<file path="config.mk">
export PLATFORM = sky130hd
export DESIGN_NAME = clint_timer
export DESIGN_NICKNAME = d
export VERILOG_FILES = /design/src/rtl/clint_timer.sv
export SDC_FILE = /design/constraint.sdc
export NUM_CORES = 1
export LEC_CHECK = 0
export BUFFER_PORTS_ARGS = -buffer_cell sky130_fd_sc_hd__buf_4
export CORE_MARGIN = 8
export CORE_UTILIZATION = 60
export DETAILED_ROUTE_END_ITERATION = 12
export HOLD_SLACK_MARGIN = 0.06
export PLACE_DENSITY_LB_ADDON = 0.3
export SLEW_MARGIN = 20
export SYNTH_ARGS = -nofsm -noshare
export SYNTH_HDL_FRONTEND = slang
export SYNTH_SLANG_ARGS = --single-unit
</file>
<file path="constraint.sdc">
create_clock -name clk -period 6.6 [get_ports clk]
set_input_delay 0.99 -clock clk [delete_from_list [all_inputs] [get_ports clk]]
set_output_delay 0.99 -clock clk [all_outputs]
set_load 0.1 [all_outputs]
</file>
<file path="src/rtl/clint_timer.sv">
// Core-local interruptor: 64-bit mtime with prescaler, mtimecmp compare,
// msip software interrupt, and a two-state request/acknowledge register bus.
module clint_timer #(
    parameter int          PRESC_W      = 16,
    parameter logic [63:0] MTIMECMP_RST = 64'hFFFF_FFFF_FFFF_FFFF
) (
    input  logic        clk,
    input  logic        reset_n,
    input  logic        bus_req,
    input  logic        bus_we,
    input  logic [4:0]  bus_addr,
    input  logic [31:0] bus_wdata,
    output logic [31:0] bus_rdata,
    output logic        bus_ack,
    output logic [31:0] mip_out,
    output logic        mtime_tick
);

    typedef enum logic {
        ST_IDLE = 1'b0,
        ST_ACK  = 1'b1
    } state_t;

    state_t               state_q;
    logic                 ack_q;
    logic [31:0]          rdata_q;

    logic [63:0]          mtime_q, mtime_d;
    logic [63:0]          mtimecmp_q, mtimecmp_d;
    logic [PRESC_W-1:0]   presc_cnt_q, presc_cnt_d;
    logic [PRESC_W-1:0]   presc_div_q, presc_div_d;
    logic                 msip_q, msip_d;
    logic                 mtip_q, msip_out_q, tick_q;

    logic                 accept_s;
    logic                 wr_s;
    logic                 tick_s;
    logic                 mtime_wr_s;
    logic [2:0]           word_s;
    logic [31:0]          rd_mux_s;
    logic                 unused_s;

    assign accept_s = (state_q == ST_IDLE) && bus_req;
    assign wr_s     = accept_s && bus_we;
    assign word_s   = bus_addr[4:2];
    assign tick_s   = (presc_cnt_q == presc_div_q);
    assign unused_s = &{1'b0, bus_addr[1:0]};

    // Next-state for timer registers: prescaled increment, then bus writes override.
    always_comb begin
        msip_d      = msip_q;
        mtimecmp_d  = mtimecmp_q;
        presc_div_d = presc_div_q;
        mtime_wr_s  = 1'b0;
        if (tick_s) begin
            mtime_d     = mtime_q + 64'd1;
            presc_cnt_d = '0;
        end else begin
            mtime_d     = mtime_q;
            presc_cnt_d = presc_cnt_q + PRESC_W'(1);
        end
        if (wr_s) begin
            case (word_s)
                3'd0: msip_d = bus_wdata[0];
                3'd1: mtimecmp_d = {mtimecmp_q[63:32], bus_wdata};
                3'd2: mtimecmp_d = {bus_wdata, mtimecmp_q[31:0]};
                // A write to one mtime half wins over a same-cycle tick; the
                // other half keeps its pre-increment value, so the tick is dropped.
                3'd3: begin
                    mtime_d    = {mtime_q[63:32], bus_wdata};
                    mtime_wr_s = 1'b1;
                end
                3'd4: begin
                    mtime_d    = {bus_wdata, mtime_q[31:0]};
                    mtime_wr_s = 1'b1;
                end
                3'd5: begin
                    presc_div_d = bus_wdata[PRESC_W-1:0];
                    presc_cnt_d = '0;
                end
                default: ;
            endcase
        end else begin
            msip_d = msip_q;
        end
    end

    // Read-data mux over current register values; unmapped offsets read zero.
    always_comb begin
        rd_mux_s = 32'd0;
        case (word_s)
            3'd0:    rd_mux_s = {31'd0, msip_q};
            3'd1:    rd_mux_s = mtimecmp_q[31:0];
            3'd2:    rd_mux_s = mtimecmp_q[63:32];
            3'd3:    rd_mux_s = mtime_q[31:0];
            3'd4:    rd_mux_s = mtime_q[63:32];
            3'd5:    rd_mux_s = {{(32 - PRESC_W){1'b0}}, presc_div_q};
            default: rd_mux_s = 32'd0;
        endcase
    end

    // Bus handshake FSM with registered ack and read data.
    always_ff @(posedge clk) begin
        if (!reset_n) begin
            state_q <= ST_IDLE;
            ack_q   <= 1'b0;
            rdata_q <= 32'd0;
        end else begin
            case (state_q)
                ST_IDLE: begin
                    if (bus_req) begin
                        state_q <= ST_ACK;
                        ack_q   <= 1'b1;
                        if (!bus_we) begin
                            rdata_q <= rd_mux_s;
                        end else begin
                            rdata_q <= rdata_q;
                        end
                    end else begin
                        state_q <= ST_IDLE;
                        ack_q   <= 1'b0;
                    end
                end
                ST_ACK: begin
                    state_q <= ST_IDLE;
                    ack_q   <= 1'b0;
                end
                default: begin
                    state_q <= ST_IDLE;
                    ack_q   <= 1'b0;
                end
            endcase
        end
    end

    // Timer state and registered interrupt/tick outputs.
    always_ff @(posedge clk) begin
        if (!reset_n) begin
            mtime_q     <= 64'd0;
            mtimecmp_q  <= MTIMECMP_RST;
            presc_cnt_q <= '0;
            presc_div_q <= '0;
            msip_q      <= 1'b0;
            mtip_q      <= 1'b0;
            msip_out_q  <= 1'b0;
            tick_q      <= 1'b0;
        end else begin
            mtime_q     <= mtime_d;
            mtimecmp_q  <= mtimecmp_d;
            presc_cnt_q <= presc_cnt_d;
            presc_div_q <= presc_div_d;
            msip_q      <= msip_d;
            mtip_q      <= (mtime_q >= mtimecmp_q);
            msip_out_q  <= msip_q;
            tick_q      <= tick_s && !mtime_wr_s;
        end
    end

    assign bus_ack    = ack_q;
    assign bus_rdata  = rdata_q;
    assign mtime_tick = tick_q;
    assign mip_out    = {24'd0, mtip_q, 3'd0, msip_out_q, 3'd0};

endmodule
</file>
==> flow_metrics.tcl <==
set metrics [dict create \
    grt_max_degree 85 \
    path_cells "nand4_1 > nor3_2 > and2_1 > nand3_1 > or4_1 > o211ai_1" \
    final_core_util_pct 66.1 \
    portBuffers 74 \
    core_mm2 0.0192 \
    muxShareOfSynthArea_pct 1.82 \
    drv_cap 0 \
    ant_nets 0 \
    die_h_um 155 \
    fmax_mhz 323 \
    slowest_delay_ps 610 \
    final_cell_mix "197 x dfxtp_1, 188 x nand2_1, 107 x a21oi_1" \
    slew_violations 0 \
    synth_top_area_cell "dfxtp_1" \
    crit_type "reg2reg" \
    relSlewSlack_pct 29.7 \
    antenna_found_initial 0 \
    synthAdderAreaFrac_pct 7.14 \
    power_frac_seq_pct 46.4 \
    worstPathMaxFanout 9 \
    dieArea_mm2 0.0240 \
    grt_pass1_wl_um 57300 \
    clkTransAtPathRegs_ps 80 \
    end_kind "flip-flop" \
    clock_latency_ps 450 \
    cts_setup_buffers 0 \
    cts_tree "built" \
    route.detailed.drc 0 \
    fin_skew_ps 12.2 \
    wl_per_cell_um 20.7 \
    seq_area_frac_synth_pct 34.1 \
    p_comb_share_pct 14.8 \
    synth_edf_count 0 \
    viasPerCell 6.70 \
    status "finished, final reports clean" \
    pwr_density_cell_mw_per_mm2 211 \
    final_common_cell "dfxtp_1" \
    hold_path.class "reg2reg" \
    cp_slowest_cell "or4_1" \
    drt_wl_total_um 36300 \
    worstPathArrival_ps 3460 \
    vdd_drop_max_v 0.000180 \
    synth_cell_types 66 \
    cts-resized-gates 0 \
    crit_family "simple AND/OR/NAND/NOR gates" \
    synth_xor_xnor_area_share_pct 2.12 \
    p_leak_nw 5.15 \
    die_x_um 155 \
    netlist.area_leader.share_pct 34.1 \
    drt-initial-drc-count 1510 \
    routabilityCongestion 0.901 \
    r2r_slack_ps 3500 \
    nNetsFinal 1580 \
    cts_sinks 197 \
    synth_area_mm2 0.0116 \
    diodes 0 \
    io_pins 107 \
    hold_viol 0 \
    clock-root-buffer "clkbuf_16" \
    ys_seq_elements 197 \
    vias 11700 \
    tightest_slew_ps 1030 \
    r2r-start "mtime_q[7]" \
    r2r_cells 6 \
    synth_cells 1467 \
    start_kind "flip-flop" \
    crit_required_ps 6970 \
    reg2reg_to "mtime_q[32]" \
    drive_gt1_share_pct 9.49 \
    fin_setup_tns_ps 0 \
    rsz0062_at_grt "no" \
    p_switching_mw 0.839 \
    final_cells 1751 \
    fin_crit_sh_pct 46.9 \
    htree_levels 4 \
    initial_core_util_pct 60.3 \
    grtUsageTotal_pct 29.5 \
    synth_compound_area_share_pct 25.7 \
    drt-pass1-iter-count 6 \
    syn_area_per_cell_um2 7.89 \
    crit_buf_inv 0 \
    dp.cells 1719 \
    area_growth_pct 9.67 \
    grt_pass1_vias 10900 \
    crit_start "mtime_q[7]" \
    yosysWarnings 0 \
    setup_viol 0 \
    hpwl_um 23800 \
    synth_top_family_by_area "compound AO/OA/AOI/OAI gates" \
    synthTopCellsByArea "dfxtp_1 34%, ha_1 7.1%, nand2_1 6.1%, o211ai_1 5.1%, a21oi_1 4.7%" \
    std_cell_rows 51 \
    p_int_mw 1.84 \
    async_flop_share_pct 0 \
    cts_inserted_buffers 17 \
    clockBufferDepth 2 \
    synth-simple-area-share_pct 21.2 \
    endpoint "mtime_q[32]" \
    period_needed_ps 3100 \
    hold_buffers 0 \
    swShare_pct 31.3 \
    ys.flop_type "dfxtp_1" \
    overflow 0 \
    cp.depth 6 \
    clockPowerShare_pct 38.8 \
]
power groups by stage:
| stage | clock, mW | sequential, mW | combinational [mW] |
|---|---|---|---|
| after floorplan | 0 | 1.31 | 0.248 |
| after detailed placement | 0 | 1.27 | 0.386 |
| after global routing | 1.09 | 1.25 | 0.416 |
| after global placement | 0 | 1.27 | 0.380 |
| after CTS | 1.04 | 1.24 | 0.387 |
| final | 1.04 | 1.25 | 0.396 |
how the worst min path moves through the flow:
stage,start,endpoint,slack [ps],cells past startpoint
after floorplan,msip_q,msip_out_q,450,1
after global placement,bus_ack,bus_ack,460,1
after detailed placement,bus_ack,bus_ack,470,1
after CTS,bus_ack,bus_ack,480,1
after global routing,bus_ack,bus_ack,500,1
final,bus_ack,bus_ack,490,1
final cells by class:
| type | instances | area [um2] |
|---|---|---|
| Multi-Input combinational cell | 1088 | 6870 |
| Timing Repair Buffer | 93 | 698 |
| Inverter | 76 | 285 |
| Fill cell | 1632 | 6520 |
| Clock buffer | 19 | 443 |
| Sequential cell | 197 | 3940 |
| Clock inverter | 13 | 125 |
| Tap cell | 265 | 332 |
Yosys cell counts, types with 4 or more instances:
cell type / number
dfxtp_1: 197
nand2_1: 188
a21oi_1: 108
clkbuf_1: 95
nor2_1: 89
o211ai_1: 78
inv_1: 76
a22oi_1: 68
ha_1: 66
o21ai_0: 60
nand3_1: 52
buf_4: 32
nor3_1: 32
a31oi_1: 28
nand4_1: 27
xnor2_1: 22
mux2i_1: 21
and3_1: 19
a221o_1: 18
and4_1: 16
nor4_1: 15
or3_1: 14
or4_1: 11
and2_1: 10
a21o_1: 7
a222oi_1: 7
nor3b_1: 7
o31a_1: 6
xor2_1: 6
a211oi_1: 5
a22o_1: 5
a311oi_1: 5
a32oi_1: 5
nand3b_1: 5
o21a_1: 5
o311ai_0: 5
buf_2: 4
o221ai_1: 4
sequential cells by signal (all words and copies together), names as in the netlist:
register     cells
bus_rdata       32
mtip_q           1
bus_ack          1
mtime_tick       1
mtime_q         64
msip_q           1
presc_div_q     16
presc_cnt_q     16
mtimecmp_q      64
msip_out_q       1
stage by stage:
step	area [um2]	worst slack (ps)	hold WS [ps]	power (mW)
after floorplan	11700	3680	451	1.56
after global placement	12100	3270	461	1.65
after detailed placement	12100	3230	470	1.66
after CTS	12700	3490	483	2.67
after global routing	12700	3400	504	2.76
final	12700	3500	485	2.68
kinds of logic (layout without fill, tap and decap cells):
logic type | after synthesis | in the layout
DFF | 197 | 197
adders and majority gates | 66 | 66
muxes | 21 | 21
buffers and inverters | 211 | 201
other | 1 | 30
xor gates and xnor gates | 28 | 28
AOI/OAI and AO/OA | 439 | 439
and+or+nand+nor | 504 | 504
worst register-to-register path, stage by stage (launching register included):
cell      delay [ps]
dfxtp_1          540
nand4_1          280
nor3_2           530
and2_1           480
nand3_1          490
or4_1            610
o211ai_1         100
per-layer routing:
layer / vias up / GRT usage [%] / share of wire, %
met5: - / 0 / 0
met4: 0 / 14.0 / 4.0
met3: 129 / 7.13 / 10
met2: 650 / 46.9 / 46
met1: 5584 / 37.0 / 40
li1: 5373 / - / -
No activity file was read; power rests on OpenSTA's default activity.
